**src/rtl/mu_pkg.sv**
```systemverilog
// Shared types and sizes for the mu_core matrix-multiply front end.
// The signed-coefficient datapath is selected with the MU_SIGNED_EN macro.
package mu_pkg;
    localparam int DATA_W  = 8;
    localparam int COEF_W  = 7;
    localparam int ACC_W   = 18;
    localparam int N_LANE  = 4;
    localparam int MAC_CYC = 4;

    typedef enum logic [2:0] {
        IDLE,
        FETCH,
        LATCH,
        MAC,
        EMIT,
        WAIT
    } state_t;
endpackage

```
**src/rtl/mu_mac_lane.sv**
```systemverilog
// One output row of Y = A*X: multiply-accumulate of coefficient byte and X byte.
// MU_SIGNED_EN defined: 8-bit two's-complement coef; otherwise unsigned 7-bit coef.
module mu_mac_lane
    import mu_pkg::*;
(
    input  logic              clk,
    input  logic              rst,
    input  logic              clear,
    input  logic              enable,
    input  logic [DATA_W-1:0] coef,
    input  logic [DATA_W-1:0] x,
    output logic [ACC_W-1:0]  acc_nxt
);
    logic [ACC_W-1:0] acc;
    logic [ACC_W-1:0] prod_ext;

`ifdef MU_SIGNED_EN
    logic signed [DATA_W:0]  coef_s;
    logic signed [DATA_W:0]  x_s;
    logic signed [ACC_W-1:0] prod_s;

    assign coef_s   = {coef[DATA_W-1], coef};
    assign x_s      = {1'b0, x};
    assign prod_s   = ACC_W'(coef_s) * ACC_W'(x_s);
    assign prod_ext = prod_s;
`else
    localparam int PROD_W = COEF_W + DATA_W;
    logic [PROD_W-1:0] prod_u;
    logic              unused_coef_msb;

    assign unused_coef_msb = coef[DATA_W-1];
    assign prod_u   = PROD_W'(coef[COEF_W-1:0]) * PROD_W'(x);
    assign prod_ext = {{(ACC_W-PROD_W){1'b0}}, prod_u};
`endif

    // Exposes the total including this cycle's term so the core can register
    // the final sum on the last MAC edge and present it alongside web.
    assign acc_nxt = acc + prod_ext;

    always_ff @(posedge clk or negedge rst) begin
        if (!rst) begin
            acc <= '0;
        end else if (clear) begin
            acc <= '0;
        end else if (enable) begin
            acc <= acc_nxt;
        end
    end
endmodule

```
**src/rtl/mu_core.sv**
```systemverilog
// Matrix-multiply front end: Y = A*X column by column, one web strobe per column.
// Optional signed coefficients via MU_SIGNED_EN (handled inside mu_mac_lane).
//
// state | meaning
// IDLE  | wait for start; done pulses here for one cycle after a job
// FETCH | in_addr presents column j to the input RAM
// LATCH | capture X column, clear accumulators, rom_addr = 0
// MAC   | four accumulate cycles, k = 0..3
// EMIT  | web high, MU1..MU4 valid
// WAIT  | WB_GAP idle cycles so writeback can finish its RAM writes
module mu_core
    import mu_pkg::*;
#(
    parameter int N_COL   = 4,
    parameter int IN_BASE = 0,
    parameter int WB_GAP  = 3
) (
    input  logic              clk,
    input  logic              rst,
    input  logic              start,
    output logic              busy,
    output logic              done,
    output logic [7:0]        in_addr,
    input  logic [31:0]       in_data,
    output logic [1:0]        rom_addr,
    input  logic [31:0]       rom_data,
    output logic              web,
    output logic [ACC_W-1:0]  MU1,
    output logic [ACC_W-1:0]  MU2,
    output logic [ACC_W-1:0]  MU3,
    output logic [ACC_W-1:0]  MU4
);
    localparam logic [7:0] IN_B    = 8'(IN_BASE);
    localparam logic [5:0] J_LAST  = 6'(N_COL - 1);
    localparam logic [7:0] WAIT_LD = 8'(WB_GAP - 1);
    localparam logic [1:0] K_LAST  = 2'(MAC_CYC - 1);

    state_t                      state;
    logic [1:0]                  k;
    logic [5:0]                  j;
    logic [5:0]                  j_inc;
    logic [7:0]                  wait_cnt;
    logic [N_LANE-1:0][DATA_W-1:0] xcol;
    logic [N_LANE-1:0][ACC_W-1:0]  mu;
    logic [N_LANE-1:0][ACC_W-1:0]  acc_nxt;
    logic                        lane_clear;
    logic                        lane_en;

    assign j_inc      = j + 6'd1;
    assign lane_clear = (state == LATCH);
    assign lane_en    = (state == MAC);

    for (genvar i = 0; i < N_LANE; i++) begin : g_lane
        mu_mac_lane u_lane (
            .clk     (clk),
            .rst     (rst),
            .clear   (lane_clear),
            .enable  (lane_en),
            .coef    (rom_data[i*DATA_W +: DATA_W]),
            .x       (xcol[k]),
            .acc_nxt (acc_nxt[i])
        );
    end

    assign MU1 = mu[0];
    assign MU2 = mu[1];
    assign MU3 = mu[2];
    assign MU4 = mu[3];

    always_ff @(posedge clk or negedge rst) begin
        if (!rst) begin
            state    <= IDLE;
            k        <= '0;
            j        <= '0;
            wait_cnt <= '0;
            xcol     <= '0;
            mu       <= '0;
            in_addr  <= '0;
            rom_addr <= '0;
            web      <= 1'b0;
            busy     <= 1'b0;
            done     <= 1'b0;
        end else begin
            web  <= 1'b0;
            done <= 1'b0;
            case (state)
                IDLE: begin
                    if (start) begin
                        state   <= FETCH;
                        j       <= '0;
                        busy    <= 1'b1;
                        in_addr <= IN_B;
                    end
                end
                FETCH: begin
                    state    <= LATCH;
                    rom_addr <= '0;
                end
                LATCH: begin
                    state    <= MAC;
                    xcol     <= in_data;
                    k        <= '0;
                    rom_addr <= 2'd1;
                end
                MAC: begin
                    // ROM is one cycle ahead of k; the wrap on the last cycle is harmless.
                    rom_addr <= k + 2'd2;
                    if (k == K_LAST) begin
                        state <= EMIT;
                        web   <= 1'b1;
                        mu    <= acc_nxt;
                    end else begin
                        k <= k + 2'd1;
                    end
                end
                EMIT: begin
                    state    <= WAIT;
                    wait_cnt <= WAIT_LD;
                end
                WAIT: begin
                    if (wait_cnt == 8'd0) begin
                        if (j == J_LAST) begin
                            state <= IDLE;
                            busy  <= 1'b0;
                            done  <= 1'b1;
                        end else begin
                            state   <= FETCH;
                            j       <= j_inc;
                            in_addr <= IN_B + {2'b00, j_inc};
                        end
                    end else begin
                        wait_cnt <= wait_cnt - 8'd1;
                    end
                end
                default: state <= IDLE;
            endcase
        end
    end
endmodule

```
**config.mk**
```make
export PLATFORM = sky130hd
export DESIGN_NAME = mu_core
export DESIGN_NICKNAME = d
export VERILOG_FILES = /design/src/rtl/mu_pkg.sv /design/src/rtl/mu_mac_lane.sv /design/src/rtl/mu_core.sv
export SDC_FILE = /design/constraint.sdc
export NUM_CORES = 1
export LEC_CHECK = 0
export BUFFER_PORTS_ARGS = -buffer_cell sky130_fd_sc_hd__buf_4
export CAP_MARGIN = 5
export CORE_MARGIN = 2
export CORE_UTILIZATION = 30
export CTS_CLUSTER_SIZE = 12
export DETAILED_ROUTE_END_ITERATION = 8
export PLACE_DENSITY = 0.44
export SLEW_MARGIN = 10
export SYNTH_ARGS = -nofsm -noshare
export SYNTH_HDL_FRONTEND = slang
export SYNTH_SLANG_ARGS = --single-unit
```
**constraint.sdc**
```tcl
create_clock -name clk -period 11.15 [get_ports clk]
set_input_delay 1.6725 -clock clk [delete_from_list [all_inputs] [get_ports clk]]
set_output_delay 1.6725 -clock clk [all_outputs]
set_load 0.02 [all_outputs]
```
==> results of run 1 <==
## cells in the final DEF, fill, tap and decap left out, types with 4 or more instances in the layout
| cell | instances |
|---|---|
| a221oi_1 | 4 |
| inv_8 | 4 |
| a21o_1 | 24 |
| nand2b_1 | 8 |
| xor2_1 | 28 |
| clkbuf_16 | 17 |
| o21ai_1 | 15 |
| a22o_1 | 4 |
| o22ai_1 | 16 |
| nand3_1 | 28 |
| a21oi_1 | 47 |
| inv_1 | 301 |
| ha_1 | 164 |
| fa_1 | 168 |
| buf_4 | 156 |
| mux2_2 | 36 |
| o31a_1 | 5 |
| or3_1 | 7 |
| nand2_1 | 302 |
| nor2_1 | 49 |
| nor3_1 | 9 |
| and3_1 | 10 |
| and2_1 | 129 |
| dfrtp_1 | 200 |
| a31oi_1 | 10 |
| o21a_1 | 11 |
| mux4_2 | 8 |
| nor2b_1 | 10 |
| a211oi_1 | 8 |
| o31ai_1 | 14 |
| o21ai_0 | 107 |
| xnor2_1 | 20 |
## per-layer routing
layer  up-vias  global-route usage  share of wire
met2       166               0.272           0.47
met5         -                   0        0.00093
met4         6              0.0448          0.015
met3        44              0.0386          0.048
met1      6411               0.209           0.46
li1       6160                   -              -
## stage by stage
step	setup WS (ns)	cells	util	cell area, um^2
floorplan	5.50	1856	-	17300
global placement	4.86	2712	0.335	19200
detailed placement	4.81	2712	0.335	19200
CTS	4.81	2744	0.346	19800
global route	4.57	2744	0.346	19800
finish	4.94	2744	0.346	19800
## sequential cells by signal, indices dropped and copies added, names as in the netlist
| register | cells |
|---|---|
| wait_cnt | 8 |
| busy | 1 |
| g_lane.u_lane.acc | 72 |
| done | 1 |
| MU2 | 18 |
| MU3 | 18 |
| state | 3 |
| MU4 | 18 |
| in_addr | 6 |
| web | 1 |
| rom_addr | 2 |
| xcol | 32 |
| k | 2 |
| MU1 | 18 |
## worst max-delay path: stages, from the launching register on
cell and delay [ns]:
dfrtp_1 0.78, mux4_2 0.94, and2_1 0.33, fa_1 0.50, inv_1 0.05, fa_1 0.53
inv_1 0.05, fa_1 0.49, inv_1 0.06, fa_1 0.48, inv_1 0.04, ha_1 0.34
nand4_1 0.17, a21oi_2 0.30, o21ai_1 0.14, a211o_1 0.38, a2111o_1 0.42, o221ai_1 0.08
## final timing paths
check	start	end	slack, ns	cells after the start
min	g_lane[2].u_lane.acc[0]$_DFFE_PN0P_	g_lane[2].u_lane.acc[0]$_DFFE_PN0P_	0.48	2
max reg2reg	k[0]$_DFFE_PN0P_	g_lane[1].u_lane.acc[17]$_DFFE_PN0P_	4.94	17
min reg2reg	g_lane[2].u_lane.acc[0]$_DFFE_PN0P_	g_lane[2].u_lane.acc[0]$_DFFE_PN0P_	0.48	2
min in group asynchronous	rst	g_lane[3].u_lane.acc[12]$_DFFE_PN0P_	1.14	1
max	k[0]$_DFFE_PN0P_	g_lane[1].u_lane.acc[17]$_DFFE_PN0P_	4.94	17
max in group asynchronous	rst	xcol[14]$_DFFE_PN0P_	7.98	3
## layout make-up
| type | count | area, um^2 |
|---|---|---|
| clock buffers | 19 | 443 |
| clock inverters | 13 | 180 |
| fillers | 5910 | 37500 |
| inverters | 303 | 1140 |
| multi-input cells | 1287 | 10900 |
| flip-flops and latches | 200 | 5000 |
| well taps | 765 | 957 |
| repair buffers | 157 | 1190 |
## cells by family after synthesis
group	count (synthesis)
xor+xnor	48
flops	200
buf+inv	369
simple gates	571
other cells	1
fa+ha+maj	332
mux	45
compound gates	289
==> impl_metrics.xml, run 1 <==
<?xml version="1.0" encoding="UTF-8"?>
<metrics>
  <group name="synth">
    <metric name="ys.warnings.count" unit="">0</metric>
    <metric name="synth.yosys.seq_area_share" unit="">0.289</metric>
    <metric name="synth_edf_count" unit="">0</metric>
    <metric name="synth.largest_area_cell" unit="">dfrtp_1</metric>
    <metric name="post_synth_main_area_contributors" unit="">dfrtp_1 (29%), fa_1 (19%), ha_1 (12%)</metric>
    <metric name="ys_top_cells_by_count" unit="">nand2_1 (305), inv_1 (301), dfrtp_1 (200)</metric>
    <metric name="main_combinational_cell_family_by_area_after_synthesis" unit="">adder cells</metric>
    <metric name="synth_area" unit="um^2">17300</metric>
    <metric name="synthXorXnorAreaFrac" unit="">0.0243</metric>
    <metric name="synthSimpleGateAreaFrac" unit="">0.154</metric>
    <metric name="synth_most_common_cell" unit="">nand2_1</metric>
    <metric name="muxShareOfSynthArea" unit="">0.0344</metric>
    <metric name="postSynth.topFlopCell" unit="">dfrtp_1</metric>
    <metric name="async_flop_share" unit="">1.00</metric>
    <metric name="synth_top_area_frac" unit="">0.289</metric>
    <metric name="synth_cell_types" unit="">65</metric>
    <metric name="postSynthRegisterBits" unit="">200</metric>
    <metric name="synth_fa_ha_area_frac" unit="">0.313</metric>
    <metric name="synth.avg_cell_area" unit="um^2">9.34</metric>
    <metric name="syn-instance-count" unit="">1855</metric>
    <metric name="synth_compound_area_frac" unit="">0.103</metric>
  </group>
  <group name="global_routing">
    <metric name="grt_antenna_before_repair" unit="">3</metric>
    <metric name="globalRoute.totalOverflow" unit="">0</metric>
    <metric name="track_usage" unit="">0.163</metric>
    <metric name="first_global_vias" unit="">13520</metric>
    <metric name="maximum_number_of_pins_on_one_net_before_global_route_repair" unit="">86</metric>
    <metric name="grt_first_pass_wirelength" unit="um">74900</metric>
  </group>
  <group name="sta">
    <metric name="period_share" unit="">0.557</metric>
    <metric name="fin_crit" unit="ns">6.21</metric>
    <metric name="worst-slew-pin-transition" unit="ns">0.838</metric>
    <metric name="grt_setup_unrepaired" unit="">false</metric>
    <metric name="timing.slew.headroom" unit="">0.441</metric>
    <metric name="final_hold_viol_count" unit="">0</metric>
    <metric name="clock_skew" unit="ns">0.0155</metric>
    <metric name="hold_slack" unit="ns">0.478</metric>
    <metric name="slew_viol_final" unit="">0</metric>
    <metric name="timing.final.setup_violations" unit="">0</metric>
    <metric name="achievable-frequency" unit="GHz">0.161</metric>
    <metric name="final_total_negative_setup_slack" unit="ns">0</metric>
  </group>
  <group name="cts">
    <metric name="cts_buffers" unit="">17</metric>
    <metric name="hold_fix_buffers_cts" unit="">0</metric>
    <metric name="cts_htree_levels" unit="">4</metric>
    <metric name="cell_at_the_root_of_the_clock_tree" unit="">clkbuf_16</metric>
    <metric name="cts_post_setup_buffers_inserted" unit="">0</metric>
    <metric name="tritoncts_sinks" unit="">200</metric>
    <metric name="clockBufferDepth" unit="">2</metric>
    <metric name="path_clk_slew" unit="ns">0.09</metric>
    <metric name="post_cts_resized" unit="">0</metric>
    <metric name="worstSkewPairLatency" unit="ns">0.50</metric>
    <metric name="clock_tree_from_tritoncts" unit="">built</metric>
  </group>
  <group name="finish">
    <metric name="area_growth_syn_to_layout" unit="%">14.5</metric>
    <metric name="insertedDiodeCount" unit="">0</metric>
    <metric name="drive_gt1_frac" unit="">0.128</metric>
    <metric name="layout.nets" unit="">2365</metric>
  </group>
  <group name="detailed_routing">
    <metric name="ant_nets" unit="">0</metric>
    <metric name="post_drt_via_cell_ratio" unit="">4.66</metric>
    <metric name="drt-initial-drc-count" unit="">480</metric>
    <metric name="routedWlPerCell" unit="um">16.9</metric>
    <metric name="vias" unit="">12787</metric>
    <metric name="drcViolationCount" unit="">0</metric>
    <metric name="drt_pre_antenna_iters" unit="">4</metric>
    <metric name="detail_route.wirelength" unit="um">46400</metric>
  </group>
  <group name="hold_path">
    <metric name="timing.hold.worst.class" unit="">register to register</metric>
  </group>
  <group name="job">
    <metric name="cap_viol_max_count" unit="">0</metric>
  </group>
  <group name="die">
    <metric name="effective_utilization_at_floorplan" unit="">0.302</metric>
    <metric name="design.core.area" unit="um^2">57400</metric>
    <metric name="die_x" unit="um">244</metric>
    <metric name="die_height" unit="um">244</metric>
    <metric name="ports_placed_on_the_boundary" unit="">152</metric>
    <metric name="placementRows" unit="">88</metric>
    <metric name="floorplan.die_area" unit="um^2">59700</metric>
  </group>
  <group name="setup_path">
    <metric name="crit_type" unit="">register to register</metric>
    <metric name="critical_path.startpoint_type" unit="">register</metric>
    <metric name="timing.critical_path.arrival" unit="ns">6.61</metric>
    <metric name="critPathCaptureType" unit="">register</metric>
    <metric name="worst-endpoint-required" unit="ns">11.55</metric>
    <metric name="cp_max_fo" unit="">28</metric>
  </group>
  <group name="placed_design">
    <metric name="place_hpwl" unit="um">34200</metric>
    <metric name="place.port_buffers" unit="">145</metric>
    <metric name="place_congestion" unit="">0.801</metric>
  </group>
  <group name="status">
    <metric name="run_status" unit="">finished clean</metric>
  </group>
</metrics>
Power of run 1 is not shown: default switching activity piles up to over one toggle a cycle in this logic, so the estimate is an artifact.
==> run 2, diff against run 1 <==
Settings changed: ABC_AREA set to 1, PLACE_DENSITY 0.44 to 0.45.
Clock period 11.15 ns to 5.5 ns, I/O delays scaled along.
==> run 2 against run 1 <==
  * Synthesized area grew 6.5%
  * Utilization rose by 0.23 points
  * Design area rose by 6.3%
  * Setup slack got worse by 4.5 ns
  * Clock skew rose by 0.0053 ns
  * Register-to-register slack got worse by 4.5 ns
  * Maximum frequency increased by 24%
  * Largest cell class unchanged
  * Highest routed layer unchanged
==> impl_metrics.xml, run 2 <==
<?xml version="1.0" encoding="UTF-8"?>
<metrics>
  <group name="finish">
    <metric name="layout_commonest_cell" unit="">nand2_1</metric>
    <metric name="area_of_the_multi_input_gates" unit="um^2">11200</metric>
    <metric name="layout.cells.most_common_list" unit="">nand2_1 (804), inv_1 (508), dfrtp_1 (199)</metric>
    <metric name="drive_gt1_frac" unit="">0.0965</metric>
    <metric name="fillCellCount" unit="">6507</metric>
    <metric name="finish.cell_count_without_fillers" unit="">3375</metric>
    <metric name="layout.nets" unit="">2978</metric>
    <metric name="flip_flop_count_of_the_largest_register_all_copies_and_words_added" unit="">72</metric>
    <metric name="reg.largest.list" unit="">g_lane.u_lane.acc: 72 flops, xcol: 32 flops</metric>
    <metric name="regArea" unit="um^2">5010</metric>
    <metric name="largest_reg_by_ff_count" unit="">g_lane.u_lane.acc</metric>
    <metric name="finalInstanceArea" unit="um^2">21100</metric>
    <metric name="area_growth_syn_to_layout" unit="%">14.2</metric>
  </group>
  <group name="cts">
    <metric name="clock_tree_from_tritoncts" unit="">built</metric>
    <metric name="path_clk_slew" unit="ns">0.10</metric>
    <metric name="cts_buffers" unit="">17</metric>
    <metric name="hold_fix_buffers_cts" unit="">0</metric>
    <metric name="cell_at_the_root_of_the_clock_tree" unit="">clkbuf_16</metric>
    <metric name="cts_post_setup_buffers_inserted" unit="">0</metric>
    <metric name="worstSkewPairLatency" unit="ns">0.52</metric>
    <metric name="cts_htree_levels" unit="">4</metric>
    <metric name="clockBufferDepth" unit="">2</metric>
    <metric name="tritoncts_sinks" unit="">200</metric>
  </group>
  <group name="synth">
    <metric name="synth.yosys.seq_area_share" unit="">0.271</metric>
    <metric name="synthXorXnorAreaFrac" unit="">0.0133</metric>
    <metric name="postSynthRegisterBits" unit="">200</metric>
    <metric name="postSynth.topFlopCell" unit="">dfrtp_1</metric>
    <metric name="main_combinational_cell_family_by_area_after_synthesis" unit="">adder cells</metric>
    <metric name="synth_edf_count" unit="">0</metric>
    <metric name="synth_top_area_frac" unit="">0.271</metric>
    <metric name="syn-instance-count" unit="">2447</metric>
    <metric name="post_synth_main_area_contributors" unit="">dfrtp_1 (27%), fa_1 (18%), nand2_1 (16%)</metric>
    <metric name="ys.warnings.count" unit="">0</metric>
    <metric name="synth.largest_area_cell" unit="">dfrtp_1</metric>
    <metric name="muxShareOfSynthArea" unit="">0</metric>
    <metric name="synth_fa_ha_area_frac" unit="">0.294</metric>
    <metric name="synthSimpleGateAreaFrac" unit="">0.263</metric>
    <metric name="async_flop_share" unit="">1.00</metric>
    <metric name="synth_cell_types" unit="">38</metric>
    <metric name="synth_compound_area_frac" unit="">0.0344</metric>
    <metric name="ys_top_cells_by_count" unit="">nand2_1 (804), inv_1 (508), dfrtp_1 (200)</metric>
    <metric name="synth_most_common_cell" unit="">nand2_1</metric>
    <metric name="synth_area" unit="um^2">18500</metric>
    <metric name="synth.avg_cell_area" unit="um^2">7.54</metric>
  </group>
  <group name="die">
    <metric name="design.core.area" unit="um^2">60600</metric>
    <metric name="ports_placed_on_the_boundary" unit="">152</metric>
    <metric name="floorplan.die_area" unit="um^2">63500</metric>
    <metric name="placementRows" unit="">90</metric>
    <metric name="die_x" unit="um">252</metric>
    <metric name="effective_utilization_at_floorplan" unit="">0.305</metric>
    <metric name="die_height" unit="um">252</metric>
  </group>
  <group name="global_routing">
    <metric name="track_usage" unit="">0.174</metric>
    <metric name="first_global_vias" unit="">15824</metric>
    <metric name="globalRoute.totalOverflow" unit="">0</metric>
    <metric name="grt_antenna_before_repair" unit="">2</metric>
    <metric name="grt_first_pass_wirelength" unit="um">85200</metric>
    <metric name="maximum_number_of_pins_on_one_net_before_global_route_repair" unit="">104</metric>
  </group>
  <group name="setup_path">
    <metric name="crit-reg2reg-launch" unit="">k[0]$_DFFE_PN0P_</metric>
    <metric name="timing.critical_path.arrival" unit="ns">5.38</metric>
    <metric name="critical_path.startpoint_type" unit="">register</metric>
    <metric name="ff2ff_path_depth" unit="">21</metric>
    <metric name="critPathCaptureType" unit="">register</metric>
    <metric name="worst-endpoint-required" unit="ns">5.87</metric>
    <metric name="startpoint" unit="">k[0]$_DFFE_PN0P_</metric>
    <metric name="cp_max_fo" unit="">15</metric>
    <metric name="crit_type" unit="">register to register</metric>
  </group>
  <group name="hold_path">
    <metric name="timing.hold.worst.class" unit="">input port to async pin</metric>
  </group>
  <group name="sta">
    <metric name="final_total_negative_setup_slack" unit="ns">0</metric>
    <metric name="achievable-frequency" unit="GHz">0.200</metric>
    <metric name="period_share" unit="">0.911</metric>
    <metric name="slew_viol_final" unit="">0</metric>
    <metric name="timing.slew.headroom" unit="">0.406</metric>
    <metric name="final_hold_viol_count" unit="">0</metric>
    <metric name="grt_setup_unrepaired" unit="">false</metric>
    <metric name="timing.final.setup_violations" unit="">0</metric>
    <metric name="worst-slew-pin-transition" unit="ns">0.890</metric>
    <metric name="fin_crit" unit="ns">5.01</metric>
    <metric name="clock_skew" unit="ns">0.0207</metric>
  </group>
  <group name="job">
    <metric name="cap_viol_max_count" unit="">0</metric>
  </group>
  <group name="detailed_routing">
    <metric name="routedWlPerCell" unit="um">15.4</metric>
    <metric name="drt_pre_antenna_iters" unit="">5</metric>
    <metric name="ant_nets" unit="">0</metric>
    <metric name="post_drt_via_cell_ratio" unit="">4.49</metric>
    <metric name="drcViolationCount" unit="">0</metric>
    <metric name="drt-initial-drc-count" unit="">915</metric>
    <metric name="detail_route.wirelength" unit="um">52100</metric>
    <metric name="vias" unit="">15162</metric>
  </group>
  <group name="placed_design">
    <metric name="place.port_buffers" unit="">145</metric>
    <metric name="place_hpwl" unit="um">39900</metric>
    <metric name="place_congestion" unit="">0.843</metric>
    <metric name="post_dp_cell_area" unit="um^2">20400</metric>
    <metric name="post-place-cells" unit="">3342</metric>
  </group>
  <group name="status">
    <metric name="run_status" unit="">finished clean</metric>
  </group>
</metrics>
==> run 2: kinds of logic after synthesis <==
group / count (synthesis)
other: 1
AOI/OAI and AO/OA: 115
adders and majority gates: 332
DFF: 200
xor gates and xnor gates: 28
buffers and inverters: 578
and+or+nand+nor: 1193
==> run 2: cell type report <==
class	count	area share
multi-input cells	1670	0.530
clock inverters	15	0.0109
flip-flops and latches	200	0.238
repair buffers	171	0.0625
well taps	782	0.0464
inverters	519	0.0927
clock buffers	17	0.0202
diodes	1	0.000119
==> run 2: metrics by stage <==
| stage | setup WS [ns] | utilization | hold slack (ns) |
|---|---|---|---|
| after floorplan | 1.00 | - | 0.442 |
| after global placement | 0.405 | 0.337 | 0.456 |
| after detailed placement | 0.359 | 0.337 | 0.462 |
| after CTS | 0.313 | 0.348 | 0.348 |
| after global routing | 0.0819 | 0.348 | 0.385 |
| final | 0.490 | 0.348 | 0.322 |
==> run 2: worst paths after layout <==
kind	to	slack, ns
worst max-delay path	g_lane[2].u_lane.acc[9]$_DFFE_PN0P_	0.49
worst min-delay path	xcol[5]$_DFFE_PN0P_	0.32
worst max register to register	g_lane[2].u_lane.acc[9]$_DFFE_PN0P_	0.49
worst min register to register	xcol[30]$_DFFE_PN0P_	0.48
max in group asynchronous	MU4[7]$_DFFE_PN0P_	4.03
min in group clk	xcol[30]$_DFFE_PN0P_	0.48
==> run 2: what timing repair did <==
item | CTS | global route
resized for setup | 0 | 1
endpoints found under the setup margin | 0 | 6
endpoints found under the hold margin | 0 | 0
==> run 2: critical path: stages (launching register included) <==
cell      delay (ns)
dfrtp_2         0.48
buf_4           0.23
nand2_1         0.07
nand3_1         0.09
nand2_1         0.14
clkinv_1        0.07
buf_4           0.28
nand2_1         0.12
fa_1            0.53
inv_1           0.06
fa_1            0.52
fa_1            0.50
inv_1           0.05
fa_1            0.47
inv_1           0.04
ha_1            0.32
nand2_1         0.11
inv_1           0.07
a21oi_1         0.14
nand2_1         0.14
xnor2_1         0.30
o21ai_0         0.13
==> run 2: layer usage <==
metal / vias to the layer above / GRT usage / part of all wire
li1: 7579 / - / -
met1: 7322 / 0.234 / 0.47
met2: 221 / 0.290 / 0.47
met3: 36 / 0.0323 / 0.039
met4: 4 / 0.0424 / 0.013
met5: - / 0 / 0.00048
Power of run 2 is left out for the same reason.
